--- config.mk ---
export PLATFORM = sky130hd
export DESIGN_NAME = sequential_signed_divider_4
export DESIGN_NICKNAME = d
export VERILOG_FILES = /design/src/rtl/sequential_signed_divider_4.sv
export SDC_FILE = /design/constraint.sdc
export NUM_CORES = 1
export LEC_CHECK = 0
export BUFFER_PORTS_ARGS = -buffer_cell sky130_fd_sc_hd__buf_2
export CAP_MARGIN = 20
export CORE_ASPECT_RATIO = 1.25
export CORE_MARGIN = 8
export CORE_UTILIZATION = 30
export DETAILED_ROUTE_END_ITERATION = 10
export PLACE_DENSITY_LB_ADDON = 0.15
export SYNTH_ARGS = -nofsm -noshare
export SYNTH_HDL_FRONTEND = slang
export SYNTH_SLANG_ARGS = --single-unit
--- constraint.sdc ---
create_clock -name clk -period 5.04 [get_ports clk]
set_input_delay 0.252 -clock clk [delete_from_list [all_inputs] [get_ports clk]]
set_output_delay 0.252 -clock clk [all_outputs]
set_load 0.005 [all_outputs]
--- src/rtl/sequential_signed_divider_4.sv ---
// Sequential signed divider: 8-bit dividend / 4-bit divisor -> 4-bit quotient and remainder.
// Restoring division on operand magnitudes, one quotient bit per cycle, signs applied at the end.
// Fixed latency: done pulses 9 edges after start is sampled, for every operand combination.
// Ports:
//   clk, rst_n          clock, asynchronous active-low reset
//   start               request, sampled only while idle
//   dividend, divisor   signed two's-complement operands
//   busy, done          operation in progress / one-cycle result-valid pulse
//   quotient, remainder signed results (truncation toward zero)
//   div_by_zero         last operation had divisor 0
//   overflow            last operation had a true quotient outside [-8,7]
module sequential_signed_divider_4 (
  input  logic       clk,
  input  logic       rst_n,
  input  logic       start,
  input  logic [7:0] dividend,
  input  logic [3:0] divisor,
  output logic       busy,
  output logic       done,
  output logic [3:0] quotient,
  output logic [3:0] remainder,
  output logic       div_by_zero,
  output logic       overflow
);

  localparam int unsigned DD_W  = 8;
  localparam int unsigned DV_W  = 4;
  localparam int unsigned CNT_W = 3;

  typedef enum logic [1:0] {IDLE, CALC, FIX} state_t;

  state_t            r_state;
  state_t            w_state_nxt;
  logic              w_busy_nxt;
  logic              w_done_nxt;

  logic [DD_W-1:0]   r_dvd;      // dividend magnitude, becomes quotient magnitude as bits shift in
  logic [DV_W-1:0]   r_dvs;      // divisor magnitude
  logic [DV_W-1:0]   r_rem;      // partial remainder
  logic              r_sdd;
  logic              r_sdv;
  logic [CNT_W-1:0]  r_cnt;

  logic              r_busy;
  logic              r_done;
  logic [DV_W-1:0]   r_quotient;
  logic [DV_W-1:0]   r_remainder;
  logic              r_div_by_zero;
  logic              r_overflow;

  // Operand magnitudes; the extra bit keeps -128 representable as +128
  logic [DD_W:0]     w_dd_ext;
  logic [DD_W:0]     w_dd_neg;
  logic [DD_W-1:0]   w_dd_mag;
  logic [DV_W:0]     w_dv_ext;
  logic [DV_W:0]     w_dv_neg;
  logic [DV_W-1:0]   w_dv_mag;

  assign w_dd_ext = {dividend[DD_W-1], dividend};
  assign w_dd_neg = (DD_W+1)'(0) - w_dd_ext;
  assign w_dd_mag = dividend[DD_W-1] ? w_dd_neg[DD_W-1:0] : dividend;
  assign w_dv_ext = {divisor[DV_W-1], divisor};
  assign w_dv_neg = (DV_W+1)'(0) - w_dv_ext;
  assign w_dv_mag = divisor[DV_W-1] ? w_dv_neg[DV_W-1:0] : divisor;

  // One restoring step: shift in next dividend bit, subtract divisor if it fits
  logic [DV_W:0]     w_rem_sh;
  logic              w_ge;
  logic [DV_W-1:0]   w_rem_nxt;

  assign w_rem_sh  = {r_rem, r_dvd[DD_W-1]};
  assign w_ge      = (w_rem_sh >= {1'b0, r_dvs});
  assign w_rem_nxt = w_ge ? DV_W'(w_rem_sh - {1'b0, r_dvs}) : w_rem_sh[DV_W-1:0];

  // Sign fix-up and range check on the final magnitudes; -8 is the only legal magnitude-8 result
  logic              w_q_neg;
  logic              w_ovf;
  logic              w_dz;
  logic [DV_W-1:0]   w_q_fix;
  logic [DV_W-1:0]   w_r_fix;

  assign w_q_neg = r_sdd ^ r_sdv;
  assign w_ovf   = w_q_neg ? (r_dvd > DD_W'(8)) : (r_dvd > DD_W'(7));
  assign w_dz    = (r_dvs == DV_W'(0));
  assign w_q_fix = w_q_neg ? DV_W'(DV_W'(0) - r_dvd[DV_W-1:0]) : r_dvd[DV_W-1:0];
  assign w_r_fix = r_sdd ? DV_W'(DV_W'(0) - r_rem) : r_rem;

  // State register
  always_ff @(posedge clk or negedge rst_n) begin
    if (!rst_n) begin
      r_state <= IDLE;
      r_busy  <= 1'b0;
      r_done  <= 1'b0;
    end else begin
      r_state <= w_state_nxt;
      r_busy  <= w_busy_nxt;
      r_done  <= w_done_nxt;
    end
  end

  // Next-state and registered-output decode
  always_comb begin
    w_state_nxt = r_state;
    w_busy_nxt  = 1'b0;
    w_done_nxt  = 1'b0;
    case (r_state)
      IDLE:    if (start) w_state_nxt = CALC;
      CALC:    if (r_cnt == CNT_W'(7)) w_state_nxt = FIX;
      FIX:     w_state_nxt = IDLE;
      default: w_state_nxt = IDLE;
    endcase
    w_busy_nxt = (w_state_nxt != IDLE);
    w_done_nxt = (r_state == FIX);
  end

  // Datapath: latch in IDLE, iterate in CALC, publish results in FIX
  always_ff @(posedge clk or negedge rst_n) begin
    if (!rst_n) begin
      r_dvd         <= '0;
      r_dvs         <= '0;
      r_rem         <= '0;
      r_sdd         <= 1'b0;
      r_sdv         <= 1'b0;
      r_cnt         <= '0;
      r_quotient    <= '0;
      r_remainder   <= '0;
      r_div_by_zero <= 1'b0;
      r_overflow    <= 1'b0;
    end else begin
      case (r_state)
        IDLE: begin
          if (start) begin
            r_dvd <= w_dd_mag;
            r_dvs <= w_dv_mag;
            r_sdd <= dividend[DD_W-1];
            r_sdv <= divisor[DV_W-1];
            r_rem <= '0;
            r_cnt <= '0;
          end
        end
        CALC: begin
          r_rem <= w_rem_nxt;
          r_dvd <= {r_dvd[DD_W-2:0], w_ge};
          r_cnt <= r_cnt + CNT_W'(1);
        end
        FIX: begin
          if (w_dz) begin
            r_quotient    <= '0;
            r_remainder   <= '0;
            r_div_by_zero <= 1'b1;
            r_overflow    <= 1'b0;
          end else if (w_ovf) begin
            r_quotient    <= '0;
            r_remainder   <= '0;
            r_div_by_zero <= 1'b0;
            r_overflow    <= 1'b1;
          end else begin
            r_quotient    <= w_q_fix;
            r_remainder   <= w_r_fix;
            r_div_by_zero <= 1'b0;
            r_overflow    <= 1'b0;
          end
        end
        default: ;
      endcase
    end
  end

  assign busy        = r_busy;
  assign done        = r_done;
  assign quotient    = r_quotient;
  assign remainder   = r_remainder;
  assign div_by_zero = r_div_by_zero;
  assign overflow    = r_overflow;

endmodule

* After elaboration in Yosys (flattened, before gate mapping)
Index checks and enable logic that the tools add are counted.
** Word-level totals
- Word-level logic and storage cells :: 55
- Register bits after elaboration :: 35
- Input bits :: 15
- Output and inout port bits :: 12
** Cells by class
- Add/subtract/negate cells :: 6
- Mux-type cells :: 22
- Eq/ne operators :: 4
- $lt $le $gt $ge :: 3
- Reductions and logical operators :: 6
- Bitwise operators :: 1
** Operators with widths (count)
- $mux 4 :: 9
- $mux 8 :: 2
- $pmux 8 s2 :: 1
- $sub 1x4->4 const A :: 3
- $gt 8x3->1 const B :: 1
- $gt 8x4->1 const B :: 1
- $pmux 4 s2 :: 1
- $sub 1x8->8 const A :: 1
- $pmux 3 s2 :: 1
- $ge 5x4->1 :: 1
- $logic_not 4->1 :: 1
- $mux 1 :: 4
- $mux 2 :: 2
- $pmux 2 s2 :: 1
- $reduce_and 2->1 :: 2
- $reduce_bool 2->1 :: 2
- $sub 4x4->4 :: 1
- $add 3x1->3 const B :: 1
- $eq 3x3->1 const B :: 1
- $mux 3 :: 1
- $eq 2x1->1 const B :: 1
- $eq 2x2->1 const B :: 1
- $logic_not 2->1 :: 1
- $ne 2x2->1 const B :: 1
- $xor 1x1->1 :: 1

* Depth between registers and ports, before layout
- Word-level depth :: 4
- Mapped depth :: 7
- Depth with buffers taken out :: 7

* Least setup slack after synthesis
Ideal clock, no wire load.
- Path kind :: register to register
- From :: reg r_rem[1]
- To :: reg r_rem[3]
- Data required time :: 4.918 ns
- Buffers on the path :: 0
- Stages on the path, launching flop included :: 6
- Data arrival time :: 1.691 ns
- Library setup time :: 0.122 ns
- Slack :: 3.227 ns
- Cells stage by stage :: dfrtp_1 > ha_1 > a21oi_2 > a31oi_2 > or4_1 > a32o_1
** On the way
- Cells in the longest elaborated chain, start to end :: 3
- Elaborated cells between the ends (all ways) :: 4
- Those cells by class :: add/sub: 1; order compare: 1; mux: 2
** Ends and longest elaborated chain
- from (decl) :: RTL line 39 : logic [DV_W-1:0] r_rem;
- from (signal assigned) :: RTL line 142 : r_rem <= w_rem_nxt;
- $sub 4x4->4 / $ge 5x4->1 (equally long branches) :: RTL line 73, 72
- $mux 4 (*) :: RTL line 73 : assign w_rem_nxt = w_ge ? DV_W'(w_rem_sh - {1'b0, r_dvs}) : w_rem_sh[DV_W-1:0];
- $pmux 4 s2 (*) :: RTL line 130 : case (r_state)
Every way passes the cells marked *; elsewhere a longest branch is shown, timed or not.
A chain may end at the register's enable or synchronous reset.

* Worst setup path after layout
Ends and elaborated chain as after synthesis.

==> impl_metrics.toml <==
[synth]
syn_inst = 194
synth_nets = 220
async_flop_share_pct = 100
yosys-top-cells-area = "dfrtp_1 46%, ha_1 6.6%, o21ai_1 4.2%"
synth_top_area_share_pct = 46.5
yosys.cell_count.top_type = "dfrtp_1"
syn_area_sq_um = 1880
ys_types = 37
seq_area_frac_synth_pct = 46.5
avgSynthCellArea_sq_um = 9.71
synthTopCellsByCount = "35 x dfrtp_1, 21 x nand2_1, 16 x inv_1, 16 x o21ai_1, 13 x nor2_1"
yosysTopAreaCell = "dfrtp_1"
ys_warn_count = 0
ys.flop_type = "dfrtp_1"
synth-seq-cells = 35
synth_edf_count = 0

[clock_tree]
clockBufferDepth = 2
clk_latency_ns = 0.29
cts_buffers = 5
clkSlewWorstSetupHoldPaths_ns = 0.08
clock-root-buffer = "clkbuf_8"
cts_resized = 0
htreeDepth = 2
hold_buffers = 0
cts_tree = "built"
cts_setup_buffers = 0
cts_sinks = 35

[power]
worst_ir_drop_vdd_v = 0.000153
power_density_nw_per_um2 = 590
power.leakage_nw = 1.01

[setup_path]
path_max_fanout = 5
critPathSlowestCell = "dfrtp_1"
start_kind = "flop"
cp_slowest_stage_delay_ns = 0.42
worstPathArrival_ns = 2.12
cp-end-kind = "flop"
crit_chain = "ha_1, a21oi_2, a31oi_2, or4_1, a32o_1"
worstSetupPathType = "flop to flop"
critPathRequiredTime_ns = 5.21
worstRegToRegCells = 5

[place]
dpl.cell_count = 299
routabilityCongestion = 0.815
dp_hpwl_microns = 3150
place_area_sq_um = 2100
portBuffers = 26

[sta]
finalSetupTns_ns = 0
relSlewSlack_pct = 35.1
rsz0062_at_grt = "no"
hold_violations = 0
slew_violations = 0
setup_viol = 0
fmax_ghz = 0.515
post-route-min-period_ns = 1.94
worst_pin_slew_ns = 0.971
fin_crit_sh_pct = 38.5
clock_skew_ns = 0.0106

[global_route]
grt_pass1_vias = 1476
grt_pass1_wl_microns = 7120
grt_max_degree = 36
gr-total-overflow = 0
grt_util_all_layers_pct = 9.84
antenna_found_initial = 0

[layout]
syn2layout_area_growth_pct = 15.6
drive_above_1_share_pct = 15.3
insertedDiodeCount = 0
multi_input_area_sq_um = 925
nets = 247
fill_cells = 661
seq_area_sq_um = 876
postLayoutCellArea_sq_um = 2180
final_cells = 307

[floorplanning]
io_pins = 27
start_util_pct = 30.8
die_h_microns = 105
dieArea_sq_um = 9090
core_region_area_sq_um = 6130
rows = 32
die_w_microns = 86.9

[routing]
drt_wl_total_microns = 4140
first_pass_iters = 4
vias_per_cell = 4.69
num_vias = 1439
wl_per_cell_microns = 13.5
drcViolationCount = 0
antenna_left = 0
drt-initial-drc-count = 56

[outcome]
outcome = "completed"

[hold_path]
hold_path.class = "input pin to async pin"

[job]
maxCapViolCount = 0
## power breakdown
group,leakage (nW),switching (mW),internal [mW]
Combinational,0.531,0.312,0.283
Sequential,0.440,0.103,0.391
Clock,0.0422,0.0993,0.0970
## worst paths after layout
check                            start     endpoint  slack (ns)
max in group asynchronous        rst_n     r_dvd[2]        4.49
min in group clk            divisor[3]        r_sdv        0.22
max reg2reg                   r_rem[1]     r_rem[3]        3.10
max                           r_rem[1]     r_rem[3]        3.10
min reg2reg                quotient[1]  quotient[1]        0.48
min                              rst_n     overflow        0.05
## cell families (layout without fill, tap and decap cells)
logic type	count (synthesis)	count (layout)	share of synthesized area (%)
AOI/OAI and AO/OA	47	47	16.7
buffers and inverters	22	50	4.45
muxes	4	4	2.12
and+or+nand+nor	63	63	16.9
adders and majority gates	11	11	7.70
DFF	35	35	46.5
xor gates and xnor gates	12	12	5.58
## placed cells by master (no fill, tap or decap), drive strengths merged, types with 2 or more instances in the layout
cell	count
ha	10
clkbuf	7
xnor2	7
a221oi	2
o31ai	2
dfrtp	35
mux2i	4
nand2	21
a21oi	5
buf	26
nor2b	5
a22o	3
a22oi	5
or3	2
nor4b	4
nor2	13
nor4	2
nand3	2
xor2	5
nand2b	9
o21ai	21
a221o	3
inv	16
a31oi	2
## metrics by stage
stage          power (mW)  util, %  hold WS [ns]  worst slack (ns)
5_1_grt              1.41     35.6         0.114              3.01
3_5_place_dp         1.10     34.2         0.395              3.11
2_1_floorplan       0.944        -       -0.0436              3.23
3_3_place_gp         1.10     34.2         0.395              3.16
6_report             1.29     35.6        0.0465              3.10
4_1_cts              1.30     35.6        0.0852              3.09
## layer usage
metal | up-vias | track usage [%] | share of wire, %
li1 | 730 | - | -
met1 | 669 | 12.2 | 47
met2 | 36 | 15.2 | 46
met3 | 4 | 3.13 | 5.2
met4 | 0 | 4.32 | 1.4
met5 | - | 0 | 0
## flip-flops by register name, summed over array words and instances (netlist names), 2 cells and up
name,cells
r_dvd,8
r_state,2
r_dvs,4
remainder,4
quotient,4
r_rem,4
r_cnt,3
## critical path, delay by kind of cell (launching register included)
family / cells / cell delay, ns
AND/OR/NAND/NOR: 1 / 0.42
adder cells (fa/ha/maj): 1 / 0.35
flip-flops: 1 / 0.42
AO/OA/AOI/OAI: 3 / 0.63
## layout make-up
type / instances / area share (%)
multi-input combinational: 137 / 42.4
tap: 85 / 4.88
timing repair buffer: 26 / 5.97
clock buffer: 7 / 3.50
sequential: 35 / 40.2
clock inverter: 1 / 0.230
inverter: 16 / 2.76
Power figures use the tool's default switching activity.
